### src/rtl/bias_activate_pkg.sv
// ============================================================================
// bias_activate_pkg
// Shared state encodings, activation selectors, float field helpers and the
// packed-vector element slicing macro used by the dense-layer datapath.
// Revision: 1.0
// ============================================================================
`default_nettype none

// Element k of an S*N packed vector; element 0 sits at the MSB end.
`ifndef BA_ELEM
`define BA_ELEM(vec, k, s, n) vec[(s)*((n)-1-int'(k)) +: (s)]
`endif

package bias_activate_pkg;

  typedef enum logic [2:0] {
    S_IDLE  = 3'd0,
    S_ISSUE = 3'd1,
    S_ARM   = 3'd2,
    S_WAIT  = 3'd3,
    S_WRITE = 3'd4,
    S_DONE  = 3'd5
  } state_e;

  localparam int ACT_NONE = 0;
  localparam int ACT_RELU = 1;

  // Exponent width for the supported IEEE-754 formats (single by default).
  function automatic int exp_width(input int s);
    return (s == 64) ? 11 : (s == 16) ? 5 : 8;
  endfunction

  function automatic int man_width(input int s);
    return s - 1 - exp_width(s);
  endfunction

  function automatic int sign_bit(input int s);
    return s - 1;
  endfunction

endpackage

`default_nettype wire

### src/rtl/add_float.sv
// ============================================================================
// add_float
// IEEE-754 adder/subtractor, round-to-nearest-even, subnormal aware.
// Operands are captured on start; sum/done appear two cycles after start.
// done is a one-cycle pulse. rst_n is synchronous, active-low.
// Revision: 1.0
// ============================================================================
`default_nettype none

module add_float
  import bias_activate_pkg::*;
#(
  parameter int S = 32
) (
  input  logic         clk,
  input  logic         rst_n,
  input  logic         start,
  input  logic         sub,
  input  logic [S-1:0] a,
  input  logic [S-1:0] b,
  output logic [S-1:0] sum,
  output logic         done,
  output logic         nan,
  output logic         overflow
);

  localparam int EW = exp_width(S);
  localparam int MW = man_width(S);
  localparam int W  = MW + 4;   // hidden + mantissa + guard/round/sticky
  localparam int XW = EW + 2;   // working exponent with headroom

  logic [S-1:0] a_q, a_d, b_q, b_d, sum_q, sum_d;
  logic         v_q, v_d, done_q, done_d, nan_q, nan_d, ovf_q, ovf_d;

  logic [S-1:0]  r;
  logic          rn, ro;
  logic          a_nan, b_nan, a_inf, b_inf, s_big, s_sml, sticky, rup;
  logic [XW-1:0] xa, xb, e, dsh;
  logic [W-1:0]  fa, fb, f_big, f_sml, sh;
  logic [W:0]    acc;
  logic [MW+1:0] rm;

  // Single-rounding add of the captured operands.
  always_comb begin
    r = '0; rn = 1'b0; ro = 1'b0;
    s_big = 1'b0; s_sml = 1'b0; sticky = 1'b0; rup = 1'b0;
    e = '0; dsh = '0; f_big = '0; f_sml = '0; sh = '0; acc = '0; rm = '0;
    a_nan = (&a_q[S-2:MW]) && (|a_q[MW-1:0]);
    b_nan = (&b_q[S-2:MW]) && (|b_q[MW-1:0]);
    a_inf = (&a_q[S-2:MW]) && !(|a_q[MW-1:0]);
    b_inf = (&b_q[S-2:MW]) && !(|b_q[MW-1:0]);
    xa = (a_q[S-2:MW] == '0) ? XW'(1) : {2'b00, a_q[S-2:MW]};
    xb = (b_q[S-2:MW] == '0) ? XW'(1) : {2'b00, b_q[S-2:MW]};
    fa = {(a_q[S-2:MW] != '0), a_q[MW-1:0], 3'b000};
    fb = {(b_q[S-2:MW] != '0), b_q[MW-1:0], 3'b000};
    if (a_nan || b_nan || (a_inf && b_inf && (a_q[S-1] != b_q[S-1]))) begin
      r  = {1'b0, {EW{1'b1}}, 1'b1, {(MW-1){1'b0}}};
      rn = 1'b1;
    end else if (a_inf) begin
      r = a_q;
    end else if (b_inf) begin
      r = b_q;
    end else begin
      if ({xa, fa} >= {xb, fb}) begin
        s_big = a_q[S-1]; s_sml = b_q[S-1]; e = xa; f_big = fa; f_sml = fb; dsh = xa - xb;
      end else begin
        s_big = b_q[S-1]; s_sml = a_q[S-1]; e = xb; f_big = fb; f_sml = fa; dsh = xb - xa;
      end
      if (dsh >= XW'(W)) begin
        sticky = |f_sml;
      end else begin
        sh     = f_sml >> dsh;
        sticky = |(f_sml & ~({W{1'b1}} << dsh));
      end
      sh[0] = sh[0] | sticky;
      if (s_big == s_sml) begin
        acc = {1'b0, f_big} + {1'b0, sh};
        if (acc[W]) begin
          acc = {1'b0, acc[W:2], acc[1] | acc[0]};
          e   = e + XW'(1);
        end
      end else begin
        acc = {1'b0, f_big} - {1'b0, sh};
      end
      if (acc == '0) begin
        r = {(s_big == s_sml) ? s_big : 1'b0, {(S-1){1'b0}}};
      end else begin
        for (int i = 0; i < W; i++) begin
          if (!acc[W-1] && (e > XW'(1))) begin
            acc = acc << 1;
            e   = e - XW'(1);
          end
        end
        rup = acc[2] & (acc[1] | acc[0] | acc[3]);
        rm  = {1'b0, acc[W-1:3]} + (MW+2)'(rup);
        if (rm[MW+1]) begin
          rm = rm >> 1;
          e  = e + XW'(1);
        end
        if (e >= XW'((1 << EW) - 1)) begin
          r  = {s_big, {EW{1'b1}}, {MW{1'b0}}};
          ro = 1'b1;
        end else begin
          r = {s_big, rm[MW] ? e[EW-1:0] : {EW{1'b0}}, rm[MW-1:0]};
        end
      end
    end
  end

  // Operand capture on start, result registration one cycle later.
  always_comb begin
    a_d    = start ? a : a_q;
    b_d    = start ? {b[S-1] ^ sub, b[S-2:0]} : b_q;
    v_d    = start;
    done_d = v_q;
    sum_d  = v_q ? r  : sum_q;
    nan_d  = v_q ? rn : nan_q;
    ovf_d  = v_q ? ro : ovf_q;
  end

  // State registers with synchronous active-low reset.
  always_ff @(posedge clk) begin
    if (!rst_n) begin
      a_q <= '0; b_q <= '0; sum_q <= '0;
      v_q <= 1'b0; done_q <= 1'b0; nan_q <= 1'b0; ovf_q <= 1'b0;
    end else begin
      a_q <= a_d; b_q <= b_d; sum_q <= sum_d;
      v_q <= v_d; done_q <= done_d; nan_q <= nan_d; ovf_q <= ovf_d;
    end
  end

  assign sum      = sum_q;
  assign done     = done_q;
  assign nan      = nan_q;
  assign overflow = ovf_q;

endmodule

`default_nettype wire

### src/rtl/bias_activate_float_relu.sv
// ============================================================================
// float_relu
// Combinational S-bit ReLU: negative values (incl. -0 and -inf) become +0.0,
// NaNs pass through untouched so upstream errors stay visible.
// Revision: 1.0
// ============================================================================
`default_nettype none

module float_relu
  import bias_activate_pkg::*;
#(
  parameter int S = 32
) (
  input  logic [S-1:0] v,
  output logic [S-1:0] r
);

  localparam int MW = man_width(S);
  localparam int SB = sign_bit(S);

  logic is_nan;

  // Clamp negatives to +0 unless the operand is a NaN.
  always_comb begin
    is_nan = (&v[SB-1:MW]) && (|v[MW-1:0]);
    r      = (v[SB] && !is_nan) ? '0 : v;
  end

endmodule

`default_nettype wire

### src/rtl/bias_activate.sv
// ============================================================================
// bias_activate
// Post-matmul stage: y[k] = act(x[k] + bias[k]) for k = 0..N-1, using one
// shared add_float walked across the elements by a small FSM.
// Revision: 1.0
// ============================================================================
`default_nettype none

module bias_activate
  import bias_activate_pkg::*;
#(
  parameter int S        = 32,
  parameter int N        = 4,
  parameter int ACT      = 1,
  parameter int USE_BIAS = 1
) (
  input  logic           clk,
  input  logic           rst,
  input  logic           start,
  input  logic [S*N-1:0] x,
  input  logic [S*N-1:0] bias,
  output logic [S*N-1:0] y,
  output logic           busy,
  output logic           done,
  output logic           nan_flag,
  output logic           ovf_flag
);

  localparam int KW = (N > 1) ? $clog2(N) : 1;

  state_e         state_q, state_d;
  logic [KW-1:0]  k_q, k_d;
  logic [S*N-1:0] x_q, x_d, bias_q, bias_d, y_q, y_d;
  logic [S-1:0]   sum_q, sum_d;
  logic           busy_q, busy_d, done_q, done_d, nan_q, nan_d, ovf_q, ovf_d;

  logic [S-1:0] x_elem, b_elem, act_in, act_out, add_sum;
  logic         add_rst_n, add_start, add_done, add_nan, add_ovf;

  assign x_elem    = `BA_ELEM(x_q, k_q, S, N);
  assign b_elem    = `BA_ELEM(bias_q, k_q, S, N);
  assign act_in    = (USE_BIAS != 0) ? sum_q : x_elem;
  // The adder is cleared before every element so no stale done can leak in.
  assign add_rst_n = !(rst || (state_q == S_ISSUE));
  assign add_start = (state_q == S_ARM);

  if (USE_BIAS != 0) begin : g_adder
    add_float #(.S(S)) u_add (
      .clk      (clk),
      .rst_n    (add_rst_n),
      .start    (add_start),
      .sub      (1'b0),
      .a        (x_elem),
      .b        (b_elem),
      .sum      (add_sum),
      .done     (add_done),
      .nan      (add_nan),
      .overflow (add_ovf)
    );
  end else begin : g_no_adder
    assign add_sum  = '0;
    assign add_done = 1'b0;
    assign add_nan  = 1'b0;
    assign add_ovf  = 1'b0;
  end

  if (ACT == ACT_RELU) begin : g_relu
    float_relu #(.S(S)) u_relu (
      .v (act_in),
      .r (act_out)
    );
  end else begin : g_ident
    assign act_out = act_in;
  end

  // Next-state and datapath updates for the element walk.
  always_comb begin
    state_d = state_q; k_d = k_q; x_d = x_q; bias_d = bias_q; y_d = y_q;
    sum_d = sum_q; busy_d = busy_q; done_d = done_q; nan_d = nan_q; ovf_d = ovf_q;
    case (state_q)
      S_IDLE, S_DONE: begin
        if (start) begin
          x_d     = x;
          bias_d  = bias;
          y_d     = '0;
          k_d     = '0;
          nan_d   = 1'b0;
          ovf_d   = 1'b0;
          busy_d  = 1'b1;
          done_d  = 1'b0;
          state_d = (USE_BIAS != 0) ? S_ISSUE : S_WRITE;
        end
      end
      S_ISSUE: state_d = S_ARM;
      S_ARM:   state_d = S_WAIT;
      S_WAIT: begin
        if (add_done) begin
          sum_d   = add_sum;
          nan_d   = nan_q | add_nan;
          ovf_d   = ovf_q | add_ovf;
          state_d = S_WRITE;
        end
      end
      S_WRITE: begin
        `BA_ELEM(y_d, k_q, S, N) = act_out;
        if (k_q == KW'(N - 1)) begin
          busy_d  = 1'b0;
          done_d  = 1'b1;
          state_d = S_DONE;
        end else begin
          k_d     = k_q + 1'b1;
          state_d = (USE_BIAS != 0) ? S_ISSUE : S_WRITE;
        end
      end
      default: state_d = S_IDLE;
    endcase
  end

  // All state flops; reset aborts any pass and drops partial results.
  always_ff @(posedge clk) begin
    if (rst) begin
      state_q <= S_IDLE; k_q <= '0; x_q <= '0; bias_q <= '0; y_q <= '0;
      sum_q <= '0; busy_q <= 1'b0; done_q <= 1'b0; nan_q <= 1'b0; ovf_q <= 1'b0;
    end else begin
      state_q <= state_d; k_q <= k_d; x_q <= x_d; bias_q <= bias_d; y_q <= y_d;
      sum_q <= sum_d; busy_q <= busy_d; done_q <= done_d; nan_q <= nan_d; ovf_q <= ovf_d;
    end
  end

  assign y        = y_q;
  assign busy     = busy_q;
  assign done     = done_q;
  assign nan_flag = nan_q;
  assign ovf_flag = ovf_q;

endmodule

`default_nettype wire

### config.mk
export PLATFORM = sky130hd
export DESIGN_NAME = bias_activate
export DESIGN_NICKNAME = d
export VERILOG_FILES = /design/src/rtl/bias_activate_pkg.sv /design/src/rtl/add_float.sv /design/src/rtl/bias_activate_float_relu.sv /design/src/rtl/bias_activate.sv
export SDC_FILE = /design/constraint.sdc
export NUM_CORES = 2
export LEC_CHECK = 0
export ABC_CLOCK_PERIOD_IN_PS = 83600
export CORE_UTILIZATION = 25
export CTS_CLUSTER_DIAMETER = 200
export DETAILED_ROUTE_END_ITERATION = 8
export GPL_TIMING_DRIVEN = 0
export PLACE_DENSITY_LB_ADDON = 0.08
export SKIP_CTS_REPAIR_TIMING = 1
export SYNTH_ARGS = -nofsm -noshare
export SYNTH_HDL_FRONTEND = slang
export SYNTH_HIERARCHICAL = 1
export SYNTH_SLANG_ARGS = --single-unit
### constraint.sdc
create_clock -name clk -period 83.6 [get_ports clk]
set_input_delay 25.08 -clock clk [delete_from_list [all_inputs] [get_ports clk]]
set_output_delay 25.08 -clock clk [all_outputs]
set_load 0.03 [all_outputs]
==> Word level (Yosys, flattened, before mapping) <==
Cells that the tools add are included.
{ "word_totals": {"input_bits": 259, "word_cells": 561, "output_inout_bits": 132, "regBits": 525} }
{ "classes": {"shift": 6, "n_eq_ne": 12, "n_addsub": 37, "n_mux": 358, "magnitude_cmp": 30, "n_reduce_logical": 92, "bitwise": 9} }
{ "ops": {"columns": ["operator", "count"], "rows": [
  ["27-bit two-way mux", 148],
  ["10-bit two-way mux", 153],
  ["10-bit by 1-bit > comparator with 1-bit output (second input constant)", 27],
  ["10-bit by 1-bit subtractor with 10-bit output (second input constant)", 27],
  ["128-bit case mux with 2 select lines", 1],
  ["128-bit by 8-bit variable part select with 32-bit output", 2],
  ["32-bit two-way mux", 5],
  ["128-bit bitwise mux", 1],
  ["128-bit two-way mux", 1],
  ["32-bit by 33-bit variable shift with 128-bit output (first input constant)", 1],
  ["32-bit by 33-bit variable part select with 128-bit output", 1],
  ["24-bit two-way mux", 5],
  ["28-bit two-way mux", 4],
  ["23-bit OR reduction", 3],
  ["27-bit OR reduction", 2],
  ["37-bit >= comparator", 1],
  ["1-bit logical AND", 35],
  ["8-bit negation with 33-bit output", 1],
  ["31-bit two-way mux", 1],
  ["1-bit logical NOT", 30],
  ["27-bit by 27-bit adder with 28-bit output", 1],
  ["28-bit logical NOT", 1],
  ["27-bit by 27-bit subtractor with 28-bit output", 1],
  ["27-bit AND", 1],
  ["other kinds (36)", 91]
]} }

==> Logic depth before layout (Yosys ltp) <==
{ "logic_depth": {"word_depth": 227, "depth_mapped": 303, "ltp_nobuf": 248} }

==> Hierarchy <==
The synthesis kept the hierarchy.
{ "by_module_without_submodules": {"columns": ["mod", "area_each_um2", "seq_area_each_um2", "n_inst", "cells_each"], "rows": [
  ["add_float", 37085.6, 2001.9, 1, 5496],
  ["bias_activate", 15986.6, 8508.2, 1, 1734],
  ["float_relu", 367.9, 0.0, 1, 57]
]} }

==> Least setup slack after synthesis <==
OpenSTA, ideal clock, no wires.
{ "synth_timing": {"kind": "register to register", "from": "register g_adder.u_add.b_q[27]", "to": "register g_adder.u_add.sum_q[1] (netlist: g_adder.u_add/sum[1])", "t_required_ns": 83.483, "setup_ns": 0.117, "setup_slack_ns": 24.912, "synth_period_minus_slack_ns": 58.688, "t_arrival_ns": 58.571, "n_path_buf": 58, "path_stages_with_launch": 288, "cell_sequence": "dfxtp_1 -> clkbuf_1 -> nor4_1 -> nand2_1 -> nand2b_1 -> inv_1 -> ha_1 -> inv_2 -> o31ai_1 -> a21oi_1 -> a21oi_1 -> nor3_2 -> buf_2 -> buf_2 -> buf_2 -> clkbuf_1 -> clkbuf_1 -> buf_1 -> [252 not listed] -> buf_6 -> nand2_1 -> buf_2 -> buf_1 -> o21ai_0 -> nor2_1 -> a21oi_1 -> ha_1 -> inv_1 -> a31oi_1 -> o21ai_1 -> nor4b_4 -> and3_1 -> buf_2 -> mux2i_1 -> a41o_1 -> nor2_4 -> a32o_1"} }
{ "synth_between": {"elab_chain_cells": 226, "word_cells_on_any_way": 468, "cone_classes": "add/sub (34); order compare (30); eq/ne (1); shift (2); mux (328); bitwise (7); reduce/logical (66)"} }
{ "synth_rtl": {"columns": ["item", "line", "text"], "rows": [
  ["start: declaration", "add_float.sv:32", "logic [S-1:0] a_q, a_d, b_q, b_d, sum_q, sum_d;"],
  ["start signal: assignment", "add_float.sv:124", "a_q <= '0; b_q <= '0; sum_q <= '0;"],
  ["start signal: assignment", "add_float.sv:127", "a_q <= a_d; b_q <= b_d; sum_q <= sum_d;"],
  ["8-bit logical NOT", "add_float.sv:53", "xb = (b_q[S-2:MW] == '0) ? XW'(1) : {2'b00, b_q[S-2:MW]};"],
  ["8-bit two-way mux", "add_float.sv:53", null],
  ["37-bit >= comparator, or another cell as far along", "add_float.sv:64", "if ({xa, fa} >= {xb, fb}) begin"],
  ["10-bit two-way mux", "add_float.sv:64", null],
  ["10-bit two-way mux", "add_float.sv:61", "end else if (b_inf) begin"],
  ["10-bit two-way mux", "add_float.sv:59", "end else if (a_inf) begin"],
  ["10-bit two-way mux", "add_float.sv:56", "if (a_nan || b_nan || (a_inf && b_inf && (a_q[S-1] != b_q[S-1]))) begin"],
  ["27-bit by 10-bit << shifter with 27-bit output", "add_float.sv:73", "sticky = |(f_sml & ~({W{1'b1}} << dsh));"],
  ["[210 not listed]", null, null],
  ["10-bit two-way mux", "add_float.sv:59", null],
  ["10-bit two-way mux", "add_float.sv:56", null],
  ["10-bit by 8-bit >= comparator with 1-bit output", "add_float.sv:100", "if (e >= XW'((1 << EW) - 1)) begin"],
  ["31-bit two-way mux", "add_float.sv:100", null],
  ["32-bit two-way mux", "add_float.sv:85", "if (acc == '0) begin"],
  ["32-bit two-way mux", "add_float.sv:61", null],
  ["32-bit two-way mux", "add_float.sv:59", null],
  ["32-bit two-way mux *", "add_float.sv:56", null],
  ["end signal: assignment", "add_float.sv:124", null],
  ["end signal: assignment", "add_float.sv:127", null],
  ["end: declaration", "add_float.sv:32", null]
]} }
Every way passes the cells marked *; elsewhere a longest branch is shown, timed or not. The select of a mux whose other input is x is not followed.
A chain may end at the register's enable or synchronous reset.

==> Final worst setup path <==
{ "layout_timing": {"from": "register g_adder.u_add.b_q[27]", "to": "register g_adder.u_add.sum_q[4] (netlist: g_adder.u_add/sum[4])"} }
The elaborated chain is that of the path after synthesis.

==> metrics.md <==
| Metric | Value |
|---|---|
| Worst-Margin Slew | 1.20 ns |
| CTS HTree Levels | 2 |
| Final period util | 91.7% |
| Die X | 464 um |
| Ys Warns | 6 |
| Synthesized netlist cell count | 7,287 |
| Routability cong. | 0.938 |
| Yosys reg bits | 525 |
| Routed wire per std cell | 22.4 um |
| Clock buffer depth | 3 |
| Max-Cap Viols | 0 |
| Routed wire length | 237,000 um |
| Clock Sinks | 525 |
| Critical path type | register to register |
| GRT Overall Usage | 21.1% |
| Finish-stage setup viols | 0 |
| Met2 Usage GRT | 34.9% |
| Max-slew headroom | 20.2% |
| Mapped cell area | 0.0534 mm^2 |
| Fin crit period | 76.68 ns |
| Via density | 5.34 |
| Syn Area/Cell | 7.33 um^2 |
| Met3 GRT Util | 1.78% |
| Nets | 8,143 |
| DR iter-0 viols | 4,149 |
| Worst setup EP type | register |
| Sequential area share after synthesis | 19.7% |
| Largest net degree at the start of global routing | 16 |
| Number of synthesized flops with an enable pin | 0 |
| CTS tree | built |
| Reg clk slew, reported paths | 0.07 ns |
| Most used cell, CP | ha_1 |
| CP max-delay cell | clkbuf_1 |
| ANT nets after route | 0 |
| Asr flop ratio synth | 0% |
| First-pass DRT Iterations | 6 |
| Synth-to-Final Area Change | 17.6% |
| CTS root buffer | clkbuf_16 |
| Starting Density | 25.2% |
| Critical Path RT | 84.08 ns |
| DIE HEIGHT | 464 um |
| Drt drc | 0 |
| Total CTS buffers | 50 |
| Hold crit path type | register to register |
| GR Util met1 | 29.5% |
| Run status | finished, final reports clean |
| Skew-Pair Late Insertion Delay | 0.61 ns |
| Critical Path Start Type | register |
| Synthesized net count | 7,700 |
| Setup TNS | 0 ns |
| IO Port Bufs | 389 |
| Fmax | 13.0 MHz |
| RSZ-0062 raised after global routing | no |
| Grt peak-use layer | met2 |
| CP delay by family, top | compound AO/OA/AOI/OAI gates |
| CP peak stage delay | 0.67 ns |
| Final Slew Violations | 0 |
| Antenna cells | 0 |
| I/O pin count | 391 |
| Share of cells above drive strength 1 | 7.66% |
| Core area | 0.212 mm^2 |
| Synth Flop Type | dfxtp_1 |
| Vias in the first global route | 55,400 |
| Initial antenna violation count | 4 |
| Buf/Inv on CP | 79 |
| Arr. time, crit path | 77.16 ns |
| Total grt overflow | 0 |
| FP Rows | 169 |
| Distinct cells, synth | 144 |
| Worst-path maximum fanout | 10 |
| Global-route wire length before repair | 358,000 um |
| Final hold vios | 0 |
| DR vias | 56,600 |
| HPWL Detailed | 195,000 um |
| Die area | 0.216 mm^2 |
| Worst Skew | 0.0158 ns |
## worst reg2reg max path: cells and delay by family (launching register included)
| family | cells | cell delay, ns |
|---|---|---|
| AOI/OAI and AO/OA | 90 | 25.07 |
| and+or+nand+nor | 70 | 16.56 |
| adders and majority gates | 29 | 7.66 |
| muxes | 9 | 2.89 |
| buffers and inverters | 79 | 22.76 |
| DFF | 1 | 0.48 |
| xor gates and xnor gates | 4 | 1.02 |
## final cells by class
type / count / area [um^2]
flip-flops and latches: 525 / 10500
repair buffers: 391 / 3910
well taps: 2821 / 3530
clock inverters: 25 / 372
plain buffers: 472 / 1990
fillers: 23500 / 149000
inverters: 227 / 870
clock buffers: 65 / 1460
multi-input cells: 6063 / 40200
## cell usage after synthesis (28+ instances only)
cell type / n / area [um^2]
nand2_1: 1157 / 4340
a21oi_1: 721 / 3610
nor2_1: 649 / 2440
dfxtp_1: 525 / 10500
mux2i_1: 487 / 4870
o21ai_0: 348 / 1740
clkbuf_1: 302 / 1130
inv_1: 217 / 815
ha_1: 151 / 1890
xnor2_1: 142 / 1240
nor3_1: 139 / 696
nand3_1: 136 / 681
a22o_1: 134 / 1170
nor2b_1: 130 / 813
buf_2: 104 / 521
a211oi_1: 86 / 646
and2_1: 82 / 513
mux4_2: 81 / 1820
mux2_2: 79 / 890
a31oi_1: 76 / 475
o211ai_1: 75 / 563
a21o_1: 69 / 518
nand2b_1: 69 / 432
o21ai_1: 69 / 345
nor4_1: 66 / 413
nand4_1: 61 / 382
or3_1: 59 / 369
o31ai_1: 54 / 405
o21a_1: 53 / 398
buf_1: 51 / 191
and3_1: 49 / 307
xor2_1: 49 / 429
o22ai_1: 28 / 175
o31a_1: 28 / 245
## sequential cells by signal (all words and copies together), names as in the netlist
register and count:
bias_q 128, state_q 3, g_adder.u_add/b_q 32, y 128
g_adder.u_add/nan 1, x_q 128, nan_flag 1, g_adder.u_add/done 1
g_adder.u_add/done_d 1, g_adder.u_add/a_q 32, busy 1, k_q 2
act_in 32, g_adder.u_add/overflow 1, g_adder.u_add/sum 32, done 1
ovf_flag 1
## per-layer routing
| layer | vias to the layer above | wire [um] |
|---|---|---|
| met3 | 191 | 9820 |
| met5 | - | 31 |
| met4 | 4 | 4840 |
| li1 | 27600 | - |
| met1 | 27400 | 115000 |
| met2 | 1374 | 108000 |
## worst paths after layout
kind / to / start / slack (ns) / depth (start not counted)
max reg2reg: g_adder.u_add/sum[4] / g_adder.u_add/b_q[27] / 6.92 / 281
min reg2reg: bias_q[44] / bias_q[44] / 0.45 / 2
min: bias_q[44] / bias_q[44] / 0.45 / 2
max: g_adder.u_add/sum[4] / g_adder.u_add/b_q[27] / 6.92 / 281
## logic make-up after synthesis
kind of cell	after synthesis	synth area share, %
multiplexers	663	14.5
XOR/XNOR	197	3.31
adder cells (fa/ha/maj)	154	3.65
other	1	0.00702
AND/OR/NAND/NOR	2798	24.7
flip-flops	525	19.7
AO/OA/AOI/OAI	2250	28.8
buffers and inverters	699	5.31
## cell usage in the layout (no fill, tap or decap), drive strengths merged, types with 77 or more instances in the layout
cell type / count
a211oi: 91
a21oi: 730
a22o: 134
a31oi: 82
and2: 83
buf: 169
clkbuf: 369
clkdlybuf4s50: 389
dfxtp: 525
ha: 151
inv: 225
mux2: 94
mux2i: 488
mux4: 81
nand2: 1159
nand3: 140
nor2: 654
nor2b: 130
nor3: 149
nor4: 77
o211ai: 80
o21ai: 424
xnor2: 148
## through the flow
| step | cells | instance area, um^2 | hold slack [ns] | util [%] | setup WS [ns] |
|---|---|---|---|---|---|
| 6_report | 10600 | 62800 | 0.453 | 29.6 | 6.92 |
| 5_1_grt | 10600 | 62800 | 0.471 | 29.6 | 0.0702 |
| 4_1_cts | 10600 | 62700 | 0.455 | 29.5 | 1.54 |
| 3_5_place_dp | 10500 | 60900 | 0.445 | 28.7 | 1.92 |
| 3_3_place_gp | 10500 | 60900 | 0.440 | 28.7 | 1.69 |
| 2_1_floorplan | 7287 | 53400 | 0.420 | - | 24.91 |
Power is not shown: default switching activity piles up to over one toggle a cycle in this logic, so the estimate is an artifact.
